--- src/rtl/uart_tx_pkg.sv ---
// Shared UART definitions: FSM state encodings and bit-timing helpers, common to TX and RX.
`ifndef FCLK
`define FCLK 1_600_000
`endif

package uart_tx_pkg;

  localparam logic [2:0] S_IDLE   = 3'd0;
  localparam logic [2:0] S_START  = 3'd1;
  localparam logic [2:0] S_DATA   = 3'd2;
  localparam logic [2:0] S_PARITY = 3'd3;
  localparam logic [2:0] S_STOP   = 3'd4;

  function automatic int nticks(input int fclk, input int bauds);
    return fclk / bauds;
  endfunction

  function automatic int wframe(input int wdata, input int wstop);
`ifdef UART_TX_PARITY_EN
    return 2 + wdata + wstop;
`else
    return 1 + wdata + wstop;
`endif
  endfunction

endpackage

--- src/rtl/uart_tx_fifo.sv ---
// Depth x Wdata word queue with registered occupancy count; full/empty derive from the count only.
module uart_tx_fifo #(
  parameter int Wdata = 8,
  parameter int Depth = 4
) (
  input  logic             i_clk,
  input  logic             i_rst,
  input  logic             i_push,
  input  logic [Wdata-1:0] i_dat,
  input  logic             i_pop,
  output logic [Wdata-1:0] o_dat,
  output logic             o_full,
  output logic             o_empty
);

  localparam int AW = $clog2(Depth);
  localparam int CW = AW + 1;

  logic [Wdata-1:0] r_mem [Depth];
  logic [AW-1:0]    r_wr;
  logic [AW-1:0]    r_rd;
  logic [CW-1:0]    r_cnt;
  logic             w_push;
  logic             w_pop;

  assign o_full  = (r_cnt == CW'(Depth));
  assign o_empty = (r_cnt == '0);
  assign w_push  = i_push && !o_full;
  assign w_pop   = i_pop && !o_empty;
  assign o_dat   = r_mem[r_rd];

  always_ff @(posedge i_clk) begin
    if (w_push) r_mem[r_wr] <= i_dat;
  end

  // Depth is a power of two, so pointer overflow is the modulo wrap.
  always_ff @(posedge i_clk or posedge i_rst) begin
    if (i_rst) begin
      r_wr  <= '0;
      r_rd  <= '0;
      r_cnt <= '0;
    end else begin
      if (w_push) r_wr <= r_wr + AW'(1);
      if (w_pop)  r_rd <= r_rd + AW'(1);
      case ({w_push, w_pop})
        2'b10:   r_cnt <= r_cnt + CW'(1);
        2'b01:   r_cnt <= r_cnt - CW'(1);
        default: r_cnt <= r_cnt;
      endcase
    end
  end

endmodule

--- src/rtl/uart_tx.sv ---
// UART transmitter: start bit, LSB-first data, optional even parity (UART_TX_PARITY_EN), stop bits.
// TXD is registered from the FSM state, so the line trails the state by one clock.
module uart_tx
  import uart_tx_pkg::*;
#(
  parameter int Bauds = 100_000,
  parameter int Wdata = 8,
  parameter int Wstop = 1,
  parameter int Depth = 4
) (
  input  logic             CLK,
  input  logic             RST,
  input  logic [Wdata-1:0] DIN,
  input  logic             STB,
  output logic             RDY,
  output logic             TXD,
  output logic             BUSY,
  output logic             INT
);

  localparam int NTICKS = nticks(`FCLK, Bauds);
  localparam int TW     = $clog2(NTICKS);
  localparam int BW     = $clog2((Wdata > Wstop) ? Wdata : Wstop);
  localparam logic [TW-1:0] TICK_LAST = TW'(NTICKS - 1);
  localparam logic [BW-1:0] DATA_LAST = BW'(Wdata - 1);
  localparam logic [BW-1:0] STOP_LAST = BW'(Wstop - 1);

  logic [2:0]       r_state;
  logic [TW-1:0]    r_tick;
  logic [BW-1:0]    r_bit;
  logic [Wdata-1:0] r_shift;
  logic             r_txd;
  logic             r_busy;
  logic             r_int;
  logic             w_full;
  logic             w_empty;
  logic             w_pop;
  logic [Wdata-1:0] w_head;
  logic             w_tick_done;
  logic             w_stop_done;
  logic             w_txd_nxt;
`ifdef UART_TX_PARITY_EN
  logic             r_par;
`endif

  uart_tx_fifo #(.Wdata(Wdata), .Depth(Depth)) u_fifo (
    .i_clk   (CLK),
    .i_rst   (RST),
    .i_push  (STB),
    .i_dat   (DIN),
    .i_pop   (w_pop),
    .o_dat   (w_head),
    .o_full  (w_full),
    .o_empty (w_empty)
  );

  assign w_tick_done = (r_tick == '0);
  assign w_stop_done = (r_state == S_STOP) && w_tick_done && (r_bit == STOP_LAST);
  // Pop on idle, or straight out of the last stop bit so frames run without a gap.
  assign w_pop       = !w_empty && ((r_state == S_IDLE) || w_stop_done);

  always_ff @(posedge CLK or posedge RST) begin
    if (RST) begin
      r_state <= S_IDLE;
      r_tick  <= TICK_LAST;
      r_bit   <= '0;
      r_shift <= '0;
    end else begin
      if (r_state != S_IDLE) r_tick <= w_tick_done ? TICK_LAST : r_tick - TW'(1);
      if (w_pop) begin
        r_state <= S_START;
        r_tick  <= TICK_LAST;
        r_shift <= w_head;
      end else if (w_tick_done) begin
        case (r_state)
          S_START: begin
            r_state <= S_DATA;
            r_bit   <= '0;
          end
          S_DATA: begin
            r_shift <= r_shift >> 1;
            if (r_bit == DATA_LAST) begin
              r_bit   <= '0;
`ifdef UART_TX_PARITY_EN
              r_state <= S_PARITY;
`else
              r_state <= S_STOP;
`endif
            end else begin
              r_bit <= r_bit + BW'(1);
            end
          end
`ifdef UART_TX_PARITY_EN
          S_PARITY: begin
            r_state <= S_STOP;
            r_bit   <= '0;
          end
`endif
          S_STOP: begin
            if (r_bit == STOP_LAST) r_state <= S_IDLE;
            else                    r_bit   <= r_bit + BW'(1);
          end
          default: r_state <= S_IDLE;
        endcase
      end
    end
  end

`ifdef UART_TX_PARITY_EN
  always_ff @(posedge CLK or posedge RST) begin
    if (RST)        r_par <= 1'b0;
    else if (w_pop) r_par <= ^w_head;
  end
`endif

  always_comb begin
    w_txd_nxt = 1'b1;
    case (r_state)
      S_START:  w_txd_nxt = 1'b0;
      S_DATA:   w_txd_nxt = r_shift[0];
`ifdef UART_TX_PARITY_EN
      S_PARITY: w_txd_nxt = r_par;
`endif
      default:  w_txd_nxt = 1'b1;
    endcase
  end

  // BUSY and INT are delayed with TXD so they line up with the line itself.
  always_ff @(posedge CLK or posedge RST) begin
    if (RST) begin
      r_txd  <= 1'b1;
      r_busy <= 1'b0;
      r_int  <= 1'b0;
    end else begin
      r_txd  <= w_txd_nxt;
      r_busy <= (r_state != S_IDLE) || !w_empty;
      r_int  <= w_stop_done;
    end
  end

  assign RDY  = !w_full;
  assign TXD  = r_txd;
  assign BUSY = r_busy;
  assign INT  = r_int;

endmodule

--- config.mk ---
export PLATFORM = sky130hd
export DESIGN_NAME = uart_tx
export DESIGN_NICKNAME = d
export VERILOG_FILES = /design/src/rtl/uart_tx_pkg.sv /design/src/rtl/uart_tx_fifo.sv /design/src/rtl/uart_tx.sv
export SDC_FILE = /design/constraint.sdc
export NUM_CORES = 1
export LEC_CHECK = 0
export BUFFER_PORTS_ARGS = -buffer_cell sky130_fd_sc_hd__buf_2
export CELL_PAD_IN_SITES_DETAIL_PLACEMENT = 0
export CELL_PAD_IN_SITES_GLOBAL_PLACEMENT = 1
export CORE_MARGIN = 4
export CORE_UTILIZATION = 45
export DETAILED_ROUTE_END_ITERATION = 8
export PLACE_DENSITY = 0.7
export SLEW_MARGIN = 20
export SYNTH_ARGS = -nofsm -noshare
export SYNTH_HDL_FRONTEND = slang
export SYNTH_SLANG_ARGS = --single-unit
--- constraint.sdc ---
create_clock -name CLK -period 3.5 [get_ports CLK]
set_clock_uncertainty 0.1 [all_clocks]
set_input_delay 0.35 -clock CLK [delete_from_list [all_inputs] [get_ports CLK]]
set_output_delay 0.35 -clock CLK [all_outputs]
set_load 0.02 [all_outputs]
### After elaboration in Yosys (flattened, before gate mapping)

Memories as Yosys holds them, arrays and structs flattened.
Index checks and enable logic that the tools add are counted.

* add/subtract/negate cells: 6
* multiply operators: 0
* divide/modulo/power cells: 0
* $lt $le $gt $ge: 0
* equal/unequal tests: 10
* shift-type cells: 0
* multiplexer cells: 18
* bitwise operators: 1
* reductions and logical operators: 22

Operators with widths (number)
* $mux W8: 3
* $mux W3: 6
* $pmux W3 S3: 2
* $mux W4: 3
* $eq A3 B3 Y1 const B: 3
* $logic_not A3 Y1: 3
* $reduce_bool A2 Y1: 4
* $add A3 B1 Y3 const B: 2
* $pmux W3 S2: 1
* $reduce_bool A3 Y1: 2
* $logic_and A1 B1 Y1: 5
* $add A2 B1 Y2 const B: 2
* $logic_not A4 Y1: 1
* $reduce_and A4 Y1: 1
* $sub A4 B1 Y4 const B: 1
* $eq A3 B1 Y1 const B: 1
* $eq A3 B2 Y1 const B: 1
* $ne A3 B1 Y1 const B: 1
* $ne A3 B2 Y1 const B: 1
* $reduce_and A3 Y1: 1
* $sub A3 B1 Y3 const B: 1
* $eq A2 B1 Y1 const B: 1
* $eq A2 B2 Y1 const B: 1
* $logic_not A1 Y1: 2
* 6 further kinds: 8

* register bits: 28
* latch bits: 0
* bits in writable memories: 32
* bits in read-only memories: 0
* bits of input ports: 11
* output and inout port bits: 4
* memories: 1

Memory list
* u_fifo.r_mem: words 4, bits a word 8, rd ports 1, clocked after Yosys merged registers in 0, wr ports 1, RTL line uart_tx_fifo.sv:19 `logic [Wdata-1:0] r_mem [Depth];`

### Logic depth before layout (Yosys ltp)

Gate-level depths: netlist of the first run.

* depth in word-level cells: 8
* depth in mapped cells: 14

### By module

Synthesis of the first run repeated with hierarchy kept, for this count alone.

* cells, all modules: 184
* area total of the unflattened synthesis: 2776.4 µm²

Modules (own cells, without submodules)
* uart_tx_fifo: times used 1, cells an instance 80, area each 1596.5 µm², sequential area each 1136.1 µm²
* uart_tx: times used 1, cells an instance 104, area each 1179.9 µm², sequential area each 531.8 µm²

### Worst setup path before layout of the first run

OpenSTA, ideal clock, no wires.

* kind: register -> register
* start: register r_tick[0]
* end: register u_fifo.r_cnt[2]
* library setup time: 0.079 ns
* data arrival time: 2.613 ns
* required time: 3.321 ns
* setup slack: 0.708 ns
* stages on the path, launching flop included: 15
* buffers on the path: 2
* clock period less this slack: 2.792 ns
* cell sequence: dfstp_2 inv_1 ha_1 or3b_1 buf_2 o21ai_0 nand3_1 buf_2 inv_1 ha_1 inv_1 fa_1 xor2_1 nor2_1 xor2_1

* cells in the longest elaborated chain, start to end: 8
* elaborated cells on any way between the ends: 10
* classes of those cells: eq/ne: 2; mux: 1; reduce/logical: 7

Ends and longest elaborated chain
* from (decl): RTL line uart_tx.sv:29 `logic [TW-1:0] r_tick;`
* from (signal assigned): RTL line uart_tx.sv:69 `if (r_state != S_IDLE) r_tick <= w_tick_done ? TICK_LAST : r_tick - TW'(1);`
* $logic_not A4 Y1 (*): RTL line uart_tx.sv:57 `assign w_tick_done = (r_tick == '0);`
* $logic_and A1 B1 Y1 (*) (2 in series): RTL line uart_tx.sv:58 `assign w_stop_done = (r_state == S_STOP) && w_tick_done && (r_bit == STOP_LAST);`
* $logic_or A1 B1 Y1 (*): RTL line uart_tx.sv:60 `assign w_pop = !w_empty && ((r_state == S_IDLE) || w_stop_done);`
* $logic_and A1 B1 Y1 (*): RTL line uart_tx.sv:60
* via u_fifo.i_pop: RTL line uart_tx_fifo.sv:10 `input logic i_pop,`
* $logic_and A1 B1 Y1 (*): RTL line uart_tx_fifo.sv:29 `assign w_pop = i_pop && !o_empty;`
* $eq A2 B1 Y1 or $eq A2 B2 Y1 (tied branches): RTL line uart_tx_fifo.sv:45 `case ({w_push, w_pop})`
* $pmux W3 S2 or $reduce_bool A2 Y1 (tied branches)
* to (signal assigned): RTL line uart_tx_fifo.sv:46 `2'b10: r_cnt <= r_cnt + CW'(1);`
* to (signal assigned): RTL line uart_tx_fifo.sv:47 `2'b01: r_cnt <= r_cnt - CW'(1);`
* to (signal assigned): RTL line uart_tx_fifo.sv:48 `default: r_cnt <= r_cnt;`
* to (decl): RTL line uart_tx_fifo.sv:22 `logic [CW-1:0] r_cnt;`

Mark *: on every way through the listed nets, which the timed path passes. The rest lies on a longest branch.
A chain may end at the register's enable or synchronous reset.

### Worst setup path in the final report of the first run

Same ends and word-level chain as after synthesis.

==> implementation parameters, run 1 <==
Parameter                              Value

Timing
  Shortest clock period the worst path allows after layout    about 2.7 ns
  Final number of setup-violating endpoints    0
  RSZ-0062 raised after global routing    false
  Peak Freq    373.5 MHz
  Final clock period utilization by the worst path    0.7650
  Number of endpoints with negative hold slack in the final report    23
  Worst slew pin tran    between 0.5 and 0.6 ns
  Normalized max-slew margin    0.6055
  Final hold slack    -0.02800 ns
  Final total negative setup slack    0 ns
  Number of pins with negative max-slew slack in the final report    0

Detailed routing
  Number of remaining DRC errors    0
  Routed Wire Length    around 4500 microns
  Violation count after the first detailed-routing iteration    111
  Pre-antenna DRT Iters    4
  Average routed wire per standard cell    approximately 15 microns
  Antenna Violating Nets Remaining    0
  Detail-routed via count per cell    roughly 5.4
  Routed via count    1574

Logic synthesis
  Average cell area after synthesis    approximately 14 sq um
  Sequential cell area fraction in the yosys report    0.6177
  Syn Nets    between 200 and 250
  Netlist cell types    43
  Area of the mapped netlist    roughly 2700 sq um
  Flops & latches, synth    60
  Synthesis warning total    0
  Most used flip-flop cell after synthesis    sky130_fd_sc_hd__edfxtp_1
  Cell count after synthesis    between 150 and 200
  Share of flip-flops with an asynchronous set or reset    0.4667
  Count of flip-flops with a built-in enable after synthesis    32
  Fraction of post-synthesis cell area in the top cell type by area    0.3559
  Biggest area consumer among synthesized cells    sky130_fd_sc_hd__edfxtp_1
  Area contributors post-synth    sky130_fd_sc_hd__edfxtp_1, sky130_fd_sc_hd__dfrtp_1, sky130_fd_sc_hd__mux4_2, sky130_fd_sc_hd__dfstp_2, sky130_fd_sc_hd__ha_1

Power and ir drop
  Maximum vdd drop    between 0.0003 and 0.0004 V
  Standby leakage power    1.241 nW
  Total chip power    roughly 1.7 mW
  PwrDens    ~550 nW/um^2

GRT
  GRT Resource Usage Total    0.1411
  Total congestion overflow after global routing    0
  Met2 track utilization from global routing    0.2267
  Met3 routing resource usage after global routing    0.03689
  First-pass GRT wire length    around 7800 microns
  Antenna violations before repair    0
  Global Route met1 Usage    0.1709
  Via count of the first global-routing pass    1653
  Global-route layer with the greatest usage    met2
  Largest net degree at the start of global routing    29

Run
  Max_cap viols    0

Critical path
  Worst EP required    between 3 and 4 ns
  Critical-path cell with the highest stage delay    sky130_fd_sc_hd__dfstp_2
  Worst-path fanout max    5
  WS Path Type    register to register
  Number of buffer and inverter stages on the critical path    3
  Crit path largest cell delay    0.39 ns
  Crit path capture type    register
  Startpoint type of the worst setup path    register
  Cell family with most CP delay    adder cells
  Worst-path cell chain    inv_1 -> ha_1 -> or3b_1 -> o21ai_0 -> nand3_1 -> inv_1 -> ha_1 -> inv_1 -> fa_1 -> xor2_1 -> nor2_1 -> xor2_1
  Data arrival time of the critical path    approximately 2.8 ns
  Crit-path most repeated cell    sky130_fd_sc_hd__inv_1

CTS
  CTS tree    built
  CTS sink count    60
  Clock tree buffer depth    2
  Hold-fix buffer count after cts    0
  H-tree levels    3
  Post-CTS setup-driven buffer insertion count    0
  Insertion delay to the later sink of the worst-skew pair    0.34 ns
  PostCTS Resize Cnt    0
  Inserted Clock Buffers    9
  Clock transition at the registers of the reported paths    ~0.070 ns
  CTS Root Cell    sky130_fd_sc_hd__clkbuf_8

Placement
  Final weighted congestion in routability-driven placement    slightly above 0.8
  Post-detail-place hpwl    around 3200 microns
  Port Buf Inserts    14

Outcome
  Violations in the final reports    negative hold slack
  Run status    finished, violations left

Finish
  Commonest cells after routing, fill and taps aside    sky130_fd_sc_hd__edfxtp_1, sky130_fd_sc_hd__dfrtp_1, sky130_fd_sc_hd__inv_1
  Number of nets in the final layout    approximately 240
  Synth-to-Final Area Change    11.72%
  Number of fillers in the final layout    slightly below 500
  Area taken by multi-input logic gates    a little over 900 sq um
  Diodes inserted    0
  Area used by sequential logic in the layout    approximately 1700 sq um
  Fraction of layout cells with a size suffix above 1    0.2387
  Commonest non-fill, non-tap cell in the layout    sky130_fd_sc_hd__edfxtp_1

Floorplanning
  Placeable core region    about 5700 sq um
  Starting density of the core    0.4757
  Die area    about 7300 sq um
  Die height    between 80 and 90 microns
  Number of top-level pins    15
  Cell row count    27
  X dimension of the die    85.46 microns

Hold path
  Hold WC Path Type    input port to asynchronous set/reset pin
[kinds of logic after synthesis]
group	synth area share
DFF	0.6177
and+or+nand+nor	0.1052
AOI/OAI and AO/OA	0.06488
buffers and inverters	0.03614
muxes	0.1029
adders and majority gates	0.05375
xor gates and xnor gates	0.01946
[routing by layer]
layer  vias to the layer above  share of wire
li1                        754              -
met1                       789           0.44
met2                        23           0.50
met3                         8          0.034
met4                         0          0.023
met5                         -              0
[report_power, final]
part           total, mW  internal, mW  switching [mW]
clock              0.539         0.258           0.281
combinational      0.221        0.0895           0.132
sequential         0.899         0.860          0.0398
total               1.66          1.21           0.453
[path summary, 6_finish.rpt]
| kind | slack [ns] | cells after the start | endpoint | start |
|---|---|---|---|---|
| setup reg to reg | 0.82 | 12 | u_fifo.r_cnt[2] | r_tick[0] |
| hold / removal | -0.03 | 2 | BUSY | RST |
| min in group CLK | 0.12 | 1 | u_fifo.r_mem[1][7] | DIN[7] |
| hold reg to reg | 0.40 | 1 | u_fifo.r_cnt[0] | u_fifo.r_cnt[0] |
| max in group asynchronous | 2.93 | 2 | r_state[2] | RST |
| setup / recovery | 0.82 | 12 | u_fifo.r_cnt[2] | r_tick[0] |
[final cells by class]
class                   instances  area share
flip-flops and latches         60      0.5529
multi-input cells             113      0.3098
clock buffers                   9     0.04106
well taps                      72     0.02986
repair buffers                 16     0.02820
inverters                      17     0.02115
clock inverters                 7     0.01701
[sequential cells by signal, indices dropped and copies added (netlist names)]
name,cells
u_fifo.r_cnt,3
INT,1
r_state,3
u_fifo.r_wr,2
u_fifo.r_mem,32
u_fifo.r_rd,2
BUSY,1
TXD,1
r_shift,8
r_tick,4
r_bit,3
[Yosys cell counts, types with 2 or more instances]
master / n
sky130_fd_sc_hd__a21oi_1: 7
sky130_fd_sc_hd__a31oi_1: 2
sky130_fd_sc_hd__and3_1: 4
sky130_fd_sc_hd__buf_2: 3
sky130_fd_sc_hd__clkbuf_1: 4
sky130_fd_sc_hd__dfrtp_1: 23
sky130_fd_sc_hd__dfstp_2: 5
sky130_fd_sc_hd__edfxtp_1: 32
sky130_fd_sc_hd__ha_1: 10
sky130_fd_sc_hd__inv_1: 17
sky130_fd_sc_hd__mux2_2: 2
sky130_fd_sc_hd__mux2i_1: 6
sky130_fd_sc_hd__mux4_2: 8
sky130_fd_sc_hd__nand2_1: 12
sky130_fd_sc_hd__nand2b_1: 7
sky130_fd_sc_hd__nand3_1: 2
sky130_fd_sc_hd__nor2_1: 7
sky130_fd_sc_hd__nor3_1: 7
sky130_fd_sc_hd__nor3b_1: 2
sky130_fd_sc_hd__o21a_1: 2
sky130_fd_sc_hd__o21ai_0: 7
sky130_fd_sc_hd__o221ai_1: 3
sky130_fd_sc_hd__or3_1: 2
sky130_fd_sc_hd__xnor2_1: 4
sky130_fd_sc_hd__xor2_1: 2
[stage by stage]
stage	area [sq um]	cells	hold slack [ns]	worst slack, ns	util
floorplan	2700	198	0.3117	0.7079	-
global placement	2841	278	0.3721	0.9384	0.5007
detailed placement	2841	278	0.3867	0.8183	0.5007
CTS	3017	294	0.1085	0.8068	0.5315
global route	3017	294	0.02492	0.5233	0.5315
finish	3017	294	-0.02800	0.8226	0.5315
No activity file was read; power rests on OpenSTA's default activity.
==> run 2: changes to the inputs <==
--- a/config.mk
+++ b/config.mk
@@ -11,7 +11,7 @@
 export CORE_MARGIN = 4
 export CORE_UTILIZATION = 45
 export DETAILED_ROUTE_END_ITERATION = 8
-export PLACE_DENSITY = 0.7
+export PLACE_DENSITY = 0.73
 export SLEW_MARGIN = 20
 export SYNTH_ARGS = -nofsm -noshare
 export SYNTH_HDL_FRONTEND = slang
==> constraint.sdc (replaced) <==
create_clock -name CLK -period 2.2 [get_ports CLK]
set_clock_uncertainty 0.1 [all_clocks]
set_input_delay 0.22 -clock CLK [delete_from_list [all_inputs] [get_ports CLK]]
set_output_delay 0.22 -clock CLK [all_outputs]
set_load 0.02 [all_outputs]
==> run 2 against run 1 <==
The flow finishes with violations (negative setup slack). Maximum frequency up 14%. Non-clock buffer count rose by 34. Sequential cell count stayed put. Die area unchanged. Clock power grew 97%. Routed wire length is 14% higher. Combinational power is 78% higher. Critical path type unchanged. Largest cell class unchanged.
==> implementation parameters, run 2 (synthesized netlist as in run 1, its figures left out) <==
Parameter                              Value

Power and ir drop
  Maximum vdd drop    0.0005643 V (+68%)
  Standby leakage power    1.419 nW (+14%)
  PwrDens    849.9 nW/um^2 (+54%)
  Total chip power    2.890 mW (+74%)

GRT
  Total congestion overflow after global routing    0 (unchanged)
  First-pass GRT wire length    8604 microns (+9.8%)
  Antenna violations before repair    0 (unchanged)
  Via count of the first global-routing pass    1888 (+14%)
  Largest net degree at the start of global routing    29 (unchanged)
  GRT Resource Usage Total    0.1568 (+0.01575)

CTS
  Clock tree buffer depth    2 (unchanged)
  Clock transition at the registers of the reported paths    0.06 ns (about the same)
  CTS tree    built
  CTS sink count    60 (unchanged)
  H-tree levels    3 (unchanged)
  Insertion delay to the later sink of the worst-skew pair    0.33 ns (about the same)
  CTS Root Cell    sky130_fd_sc_hd__clkbuf_8
  Inserted Clock Buffers    9 (unchanged)

Finish
  Number of fillers in the final layout    448 (-9.5%)
  Number of flip-flops in the largest register    32 (unchanged)
  Diodes inserted    0 (unchanged)
  Largest reg by FF count    u_fifo.r_mem
  Number of nets in the final layout    273 (+14%)
  Commonest non-fill, non-tap cell in the layout    sky130_fd_sc_hd__edfxtp_1
  Final core utilization    0.5992 (+0.06768)
  Registers with the highest flip-flop counts    u_fifo.r_mem: 32 flops, r_shift: 8 flops, r_tick: 4 flops
  Area taken by multi-input logic gates    992.2 sq um (+6.2%)
  Fraction of layout cells with a size suffix above 1    0.3438 (+0.1050)
  Post-route cell area    3401 sq um (+13%)
  Fin cells    328 (+12%)
  Commonest cells after routing, fill and taps aside    sky130_fd_sc_hd__edfxtp_1, sky130_fd_sc_hd__buf_4, sky130_fd_sc_hd__dfrtp_1
  Synth-to-Final Area Change    25.95%
  Area used by sequential logic in the layout    1668 sq um (unchanged)

Critical path
  Worst EP required    2.35 ns (-1.31 ns)
  Crit path capture type    register
  Worst-path fanout max    2 (-3)
  Length in cells of the worst reg-to-reg path    12 (unchanged)
  Startpoint type of the worst setup path    register
  WS Path Type    register to register
  Crit-path most repeated cell    sky130_fd_sc_hd__inv_2
  Capturing element of the worst setup path    u_fifo.r_cnt[2]
  R2r setup slk    -0.15 ns (-0.97 ns)
  Critical-path cell with the highest stage delay    sky130_fd_sc_hd__or3b_4
  Logic depth of the worst setup path including buffers    12 (unchanged)
  CP Launch Point    r_tick[1]
  Data arrival time of the critical path    2.50 ns (-0.33 ns)
  Number of buffer and inverter stages on the critical path    3 (unchanged)
  RR Endpoint    u_fifo.r_cnt[2]
  Cell family with most CP delay    simple AND/OR/NAND/NOR gates
  Reg-to-reg startpoint    r_tick[1]
  Crit path largest cell delay    0.39 ns (about the same)
  Worst-path cell chain    inv_2 -> ha_4 -> or3b_4 -> o21ai_4 -> nand3_2 -> inv_2 -> ha_4 -> inv_2 -> fa_2 -> xor2_1 -> nor2_1 -> xor2_1

Timing
  Worst slew pin tran    0.5377 ns (-0.05322 ns)
  Normalized max-slew margin    0.6416 (+0.03605)
  Final number of setup-violating endpoints    4 (+4)
  Number of pins with negative max-slew slack in the final report    0 (unchanged)
  Peak Freq    425.6 MHz (+14%)
  Post-route worst setup slack    -0.1494 ns (-0.9720 ns)
  Final hold slack    0.2142 ns (+0.2422 ns)
  Final clock period utilization by the worst path    1.068 (+0.3030)
  RSZ-0062 raised after global routing    true
  Shortest clock period the worst path allows after layout    2.349 ns (-0.3280 ns)
  Final total negative setup slack    -0.2686 ns (-0.2686 ns)
  Number of endpoints with negative hold slack in the final report    0 (-100%)

Placement
  Cell area reported after detailed placement    3005 sq um (+5.8%)
  Final weighted congestion in routability-driven placement    0.7389 (-9.8%)
  Setup WS pre-CTS    -0.1945 ns (-1.013 ns)
  Post-detail-place hpwl    3351 microns (+3.9%)
  Port Buf Inserts    14 (unchanged)
  # placed instances    295 (+6.1%)

Detailed routing
  Average routed wire per standard cell    15.66 microns (+2.4%)
  Pre-antenna DRT Iters    4 (unchanged)
  Routed via count    1724 (+9.5%)
  Number of remaining DRC errors    0 (unchanged)
  Detail-routed via count per cell    5.256 (-1.8%)
  Antenna Violating Nets Remaining    0 (unchanged)
  Violation count after the first detailed-routing iteration    58 (-48%)
  Routed Wire Length    5135 microns (+14%)

Floorplanning
  Die area    7303 sq um (unchanged)
  X dimension of the die    85.46 microns (unchanged)
  Die height    85.46 microns (unchanged)
  Starting density of the core    0.4757 (unchanged)
  Number of top-level pins    15 (unchanged)
  Placeable core region    5675 sq um (unchanged)
  Cell row count    27 (unchanged)

Outcome
  Run status    finished, violations left
  Violations in the final reports    negative setup slack

Hold path
  Hold WC Path Type    input port to register

Run
  Max_cap viols    0 (unchanged)
-- run 2: changes by cell type in the layout (fill, tap and decap cells not counted), sizes merged --
cell | before | now
buf | 16 | 41
clkbuf | 9 | 10
clkinv | 4 | 3
dlygate4sd3 | 0 | 9
clkinvlp | 2 | 1
bufinv | 0 | 2
inv | 18 | 17
-- run 2: cell type report --
class                   count  area share
clock buffers              10     0.03753
clock inverters             6     0.02612
inverters                  17     0.01876
multi-input cells         113      0.2918
flip-flops and latches     60      0.4904
well taps                  72     0.02649
repair buffers             50      0.1089
-- run 2: power breakdown --
part / internal [mW] / switching, mW
Clock: 0.638 / 0.423
Combinational: 0.162 / 0.232
Sequential: 1.37 / 0.0677
Total: 2.17 / 0.723
-- run 2: routing by layer --
layer / vias to the layer above / track usage / routed length (microns)
li1: 824 / - / -
met1: 836 / 0.1662 / 2004
met2: 50 / 0.2860 / 2780
met3: 14 / 0.04951 / 243
met4: 0 / 0.06331 / 106
met5: - / 0 / 0
-- run 2: worst min path at each step --
stage               depth (start not counted)  startpoint  slack [ns]         endpoint
CTS                                         3         STB        0.20   u_fifo.r_wr[0]
floorplan                                   1         RST        0.18             BUSY
detailed placement                          3         RST        0.21         r_bit[0]
global placement                            3         RST        0.20  u_fifo.r_cnt[1]
finish                                      3         STB        0.21   u_fifo.r_wr[0]
global route                                3         STB        0.22   u_fifo.r_wr[0]
-- run 2: repair_timing --
| action | CTS | global route |
|---|---|---|
| hold endpoints to repair | 55 | 0 |
| hold buffers | 9 | 0 |
| pin swaps | 5 | 4 |
| gates resized for setup | 1 | 8 |
| endpoints found under the setup margin | 2 | 6 |
| setup buffers | 3 | 5 |
-- run 2: worst min-delay path, stage by stage --
cell and delay (ns):
sky130_fd_sc_hd__buf_2 0.12, sky130_fd_sc_hd__nand2_1 0.17, sky130_fd_sc_hd__xnor2_1 0.09
==> run 3: changes to the inputs <==
--- a/config.mk
+++ b/config.mk
@@ -11,7 +11,7 @@
 export CORE_MARGIN = 4
 export CORE_UTILIZATION = 45
 export DETAILED_ROUTE_END_ITERATION = 8
-export PLACE_DENSITY = 0.73
+export PLACE_DENSITY = 0.7
 export SLEW_MARGIN = 20
 export SYNTH_ARGS = -nofsm -noshare
 export SYNTH_HDL_FRONTEND = slang
==> constraint.sdc (replaced) <==
create_clock -name CLK -period 2.75 [get_ports CLK]
set_clock_uncertainty 0.1 [all_clocks]
set_input_delay 0.275 -clock CLK [delete_from_list [all_inputs] [get_ports CLK]]
set_output_delay 0.275 -clock CLK [all_outputs]
set_load 0.02 [all_outputs]
==> run 3 against run 2 <==
The flow now finishes without violations. Critical path depth did not move. Sequential share of layout area rose by 4.4 points. Via count fell by 7.1%. Core utilization fell by 5.0 points. Clock-buffer cell count fell by 1. Sequential power fell by 21%. Cell count fell by 8.8%. Hold slack got worse by 0.15 ns. Clock power fell by 20%.
==> implementation parameters, run 3 (synthesized netlist as in run 1, its figures left out) <==
Parameter                              Value

Power and ir drop
  Net switching power    0.5802 mW (-20%)
  Switching part of the total power    0.2518 (+0.001823)
  Standby leakage power    1.289 nW (-9.1%)
  Part of the power in the clock network    0.369 (+0.002)
  Internal power contribution    1.724 mW (-20%)
  Maximum vdd drop    0.0005570 V (-1.3%)
  PwrDens    738.6 nW/um^2 (-13%)
  Total chip power    2.304 mW (-20%)
  Share of power burned in registers    0.496 (about the same)
  Share of total power in combinational logic    0.135 (about the same)

Floorplanning
  Placeable core region    5675 sq um (unchanged)
  Starting density of the core    0.4757 (unchanged)
  Number of top-level pins    15 (unchanged)
  Cell row count    27 (unchanged)
  X dimension of the die    85.46 microns (unchanged)
  Die area    7303 sq um (unchanged)
  Die height    85.46 microns (unchanged)

Placement
  Post-detail-place hpwl    3379 microns (+0.84%)
  # placed instances    282 (-4.4%)
  Port Buf Inserts    14 (unchanged)
  Final weighted congestion in routability-driven placement    0.8275 (+12%)

Finish
  Commonest non-fill, non-tap cell in the layout    sky130_fd_sc_hd__edfxtp_1
  Registers with the highest flip-flop counts    u_fifo.r_mem: 32 flops, r_shift: 8 flops, r_tick: 4 flops
  Commonest cells after routing, fill and taps aside    sky130_fd_sc_hd__edfxtp_1, sky130_fd_sc_hd__dfrtp_1, sky130_fd_sc_hd__inv_1
  Fraction of layout cells with a size suffix above 1    0.2643 (-0.07943)
  Diodes inserted    0 (unchanged)
  Fin cells    299 (-8.8%)
  Largest reg by FF count    u_fifo.r_mem
  Number of nets in the final layout    244 (-11%)
  Number of flip-flops in the largest register    32 (unchanged)
  Synth-to-Final Area Change    15.52%

Critical path
  Worst-path fanout max    5 (+3)
  Data arrival time of the critical path    2.74 ns (+0.24 ns)
  R2r setup slk    0.15 ns (+0.30 ns)
  Crit path capture type    register
  Worst EP required    2.89 ns (+0.54 ns)
  Startpoint type of the worst setup path    register
  WS Path Type    register to register

GRT
  Total congestion overflow after global routing    0 (unchanged)
  GRT Resource Usage Total    0.1463 (-0.01052)
  Largest net degree at the start of global routing    29 (unchanged)
  First-pass GRT wire length    8128 microns (-5.5%)
  Via count of the first global-routing pass    1741 (-7.8%)
  Antenna violations before repair    0 (unchanged)

Timing
  Final total negative setup slack    0 ns (+0.2686 ns)
  Peak Freq    385.1 MHz (-9.5%)
  Shortest clock period the worst path allows after layout    2.596 ns (+0.2470 ns)
  Number of pins with negative max-slew slack in the final report    0 (unchanged)
  Final clock period utilization by the worst path    0.9442 (-0.1238)
  Normalized max-slew margin    0.6191 (-0.02250)
  Worst slew pin tran    0.5714 ns (+0.03374 ns)
  Number of endpoints with negative hold slack in the final report    0 (unchanged)
  RSZ-0062 raised after global routing    false
  Final hold slack    0.06066 ns (-0.1535 ns)
  Final number of setup-violating endpoints    0 (-4)

CTS
  CTS tree    built
  Insertion delay to the later sink of the worst-skew pair    0.33 ns (about the same)
  Clock transition at the registers of the reported paths    0.07 ns (about the same)
  CTS Root Cell    sky130_fd_sc_hd__clkbuf_8
  Inserted Clock Buffers    9 (unchanged)
  CTS sink count    60 (unchanged)
  Post-CTS setup-driven buffer insertion count    0 (-3)
  H-tree levels    3 (unchanged)
  Clock tree buffer depth    2 (unchanged)

Detailed routing
  Violation count after the first detailed-routing iteration    80 (+38%)
  Antenna Violating Nets Remaining    0 (unchanged)
  Routed Wire Length    4789 microns (-6.7%)
  Detail-routed via count per cell    5.358 (+1.9%)
  Pre-antenna DRT Iters    5 (+1)
  Average routed wire per standard cell    16.02 microns (+2.3%)
  Routed via count    1602 (-7.1%)
  Number of remaining DRC errors    0 (unchanged)

Hold path
  Hold WC Path Type    input port to register

Outcome
  Run status    completed

Run
  Max_cap viols    0 (unchanged)
run 3: cell types whose count changed in the layout (fill, tap and decap cells not counted), sizes merged:
cell and change:
clkbuf -1, buf -21, dlygate4sd3 -8, inv +1
run 3: worst max-delay path, stage by stage (launching register included):
cell,delay (ns)
sky130_fd_sc_hd__dfstp_2,0.39
sky130_fd_sc_hd__inv_1,0.08
sky130_fd_sc_hd__ha_1,0.18
sky130_fd_sc_hd__or3b_4,0.40
sky130_fd_sc_hd__o21ai_4,0.15
sky130_fd_sc_hd__nand3_2,0.09
sky130_fd_sc_hd__inv_1,0.08
sky130_fd_sc_hd__ha_2,0.18
sky130_fd_sc_hd__inv_1,0.05
sky130_fd_sc_hd__fa_2,0.34
sky130_fd_sc_hd__xor2_1,0.15
sky130_fd_sc_hd__nor2_1,0.12
sky130_fd_sc_hd__xor2_1,0.19
run 3: final timing paths:
kind / startpoint / to / depth (start not counted)
worst max register to register: r_tick[0] / u_fifo.r_cnt[2] / 12
max in group asynchronous: RST / TXD / 4
worst max-delay path: r_tick[0] / u_fifo.r_cnt[2] / 12
worst min-delay path: DIN[6] / u_fifo.r_mem[1][6] / 1
worst min register to register: u_fifo.r_cnt[0] / u_fifo.r_cnt[0] / 1
min in group asynchronous: RST / u_fifo.r_cnt[1] / 4
run 3: layout make-up:
cell class	instances	area [sq um]
Fill cell	468	2556
Clock buffer	9	123.9
Timing Repair Buffer	21	125.1
Sequential cell	60	1668
Multi-Input combinational cell	113	958.4
Tap cell	72	90.09
Inverter	17	63.81
Clock inverter	7	90.09
run 3: per-stage QoR:
| stage | area (sq um) | utilization | setup slack [ns] |
|---|---|---|---|
| final | 3119 | 0.5496 | 0.1536 |
| after global routing | 3119 | 0.5496 | 0.05747 |
| after CTS | 3095 | 0.5454 | 0.002055 |
| after detailed placement | 2872 | 0.5060 | 0.08141 |
| after global placement | 2872 | 0.5060 | 0.2558 |
| after floorplan | 2700 | - | 0.02216 |
run 3: routing by layer:
layer | GRT usage | wire, microns
met5 | 0 | 0
met3 | 0.03398 | 190
met4 | 0.07914 | 104
met2 | 0.2345 | 2312
met1 | 0.1834 | 2180
run 3: repair_timing:
item,4_1_cts,5_1_grt
endpoints found under the setup margin,0,1
resized for setup,0,6
endpoints found under the hold margin,23,0
hold buffers,1,0
run 3: power by group through the flow:
stage               Combinational (mW)  Clock [mW]  Sequential [mW]
finish                           0.310       0.850             1.14
detailed placement               0.303           0             1.16
global placement                 0.277           0             1.16
CTS                              0.312       0.866             1.15
floorplan                        0.211           0             1.15
global route                     0.343       0.914             1.16
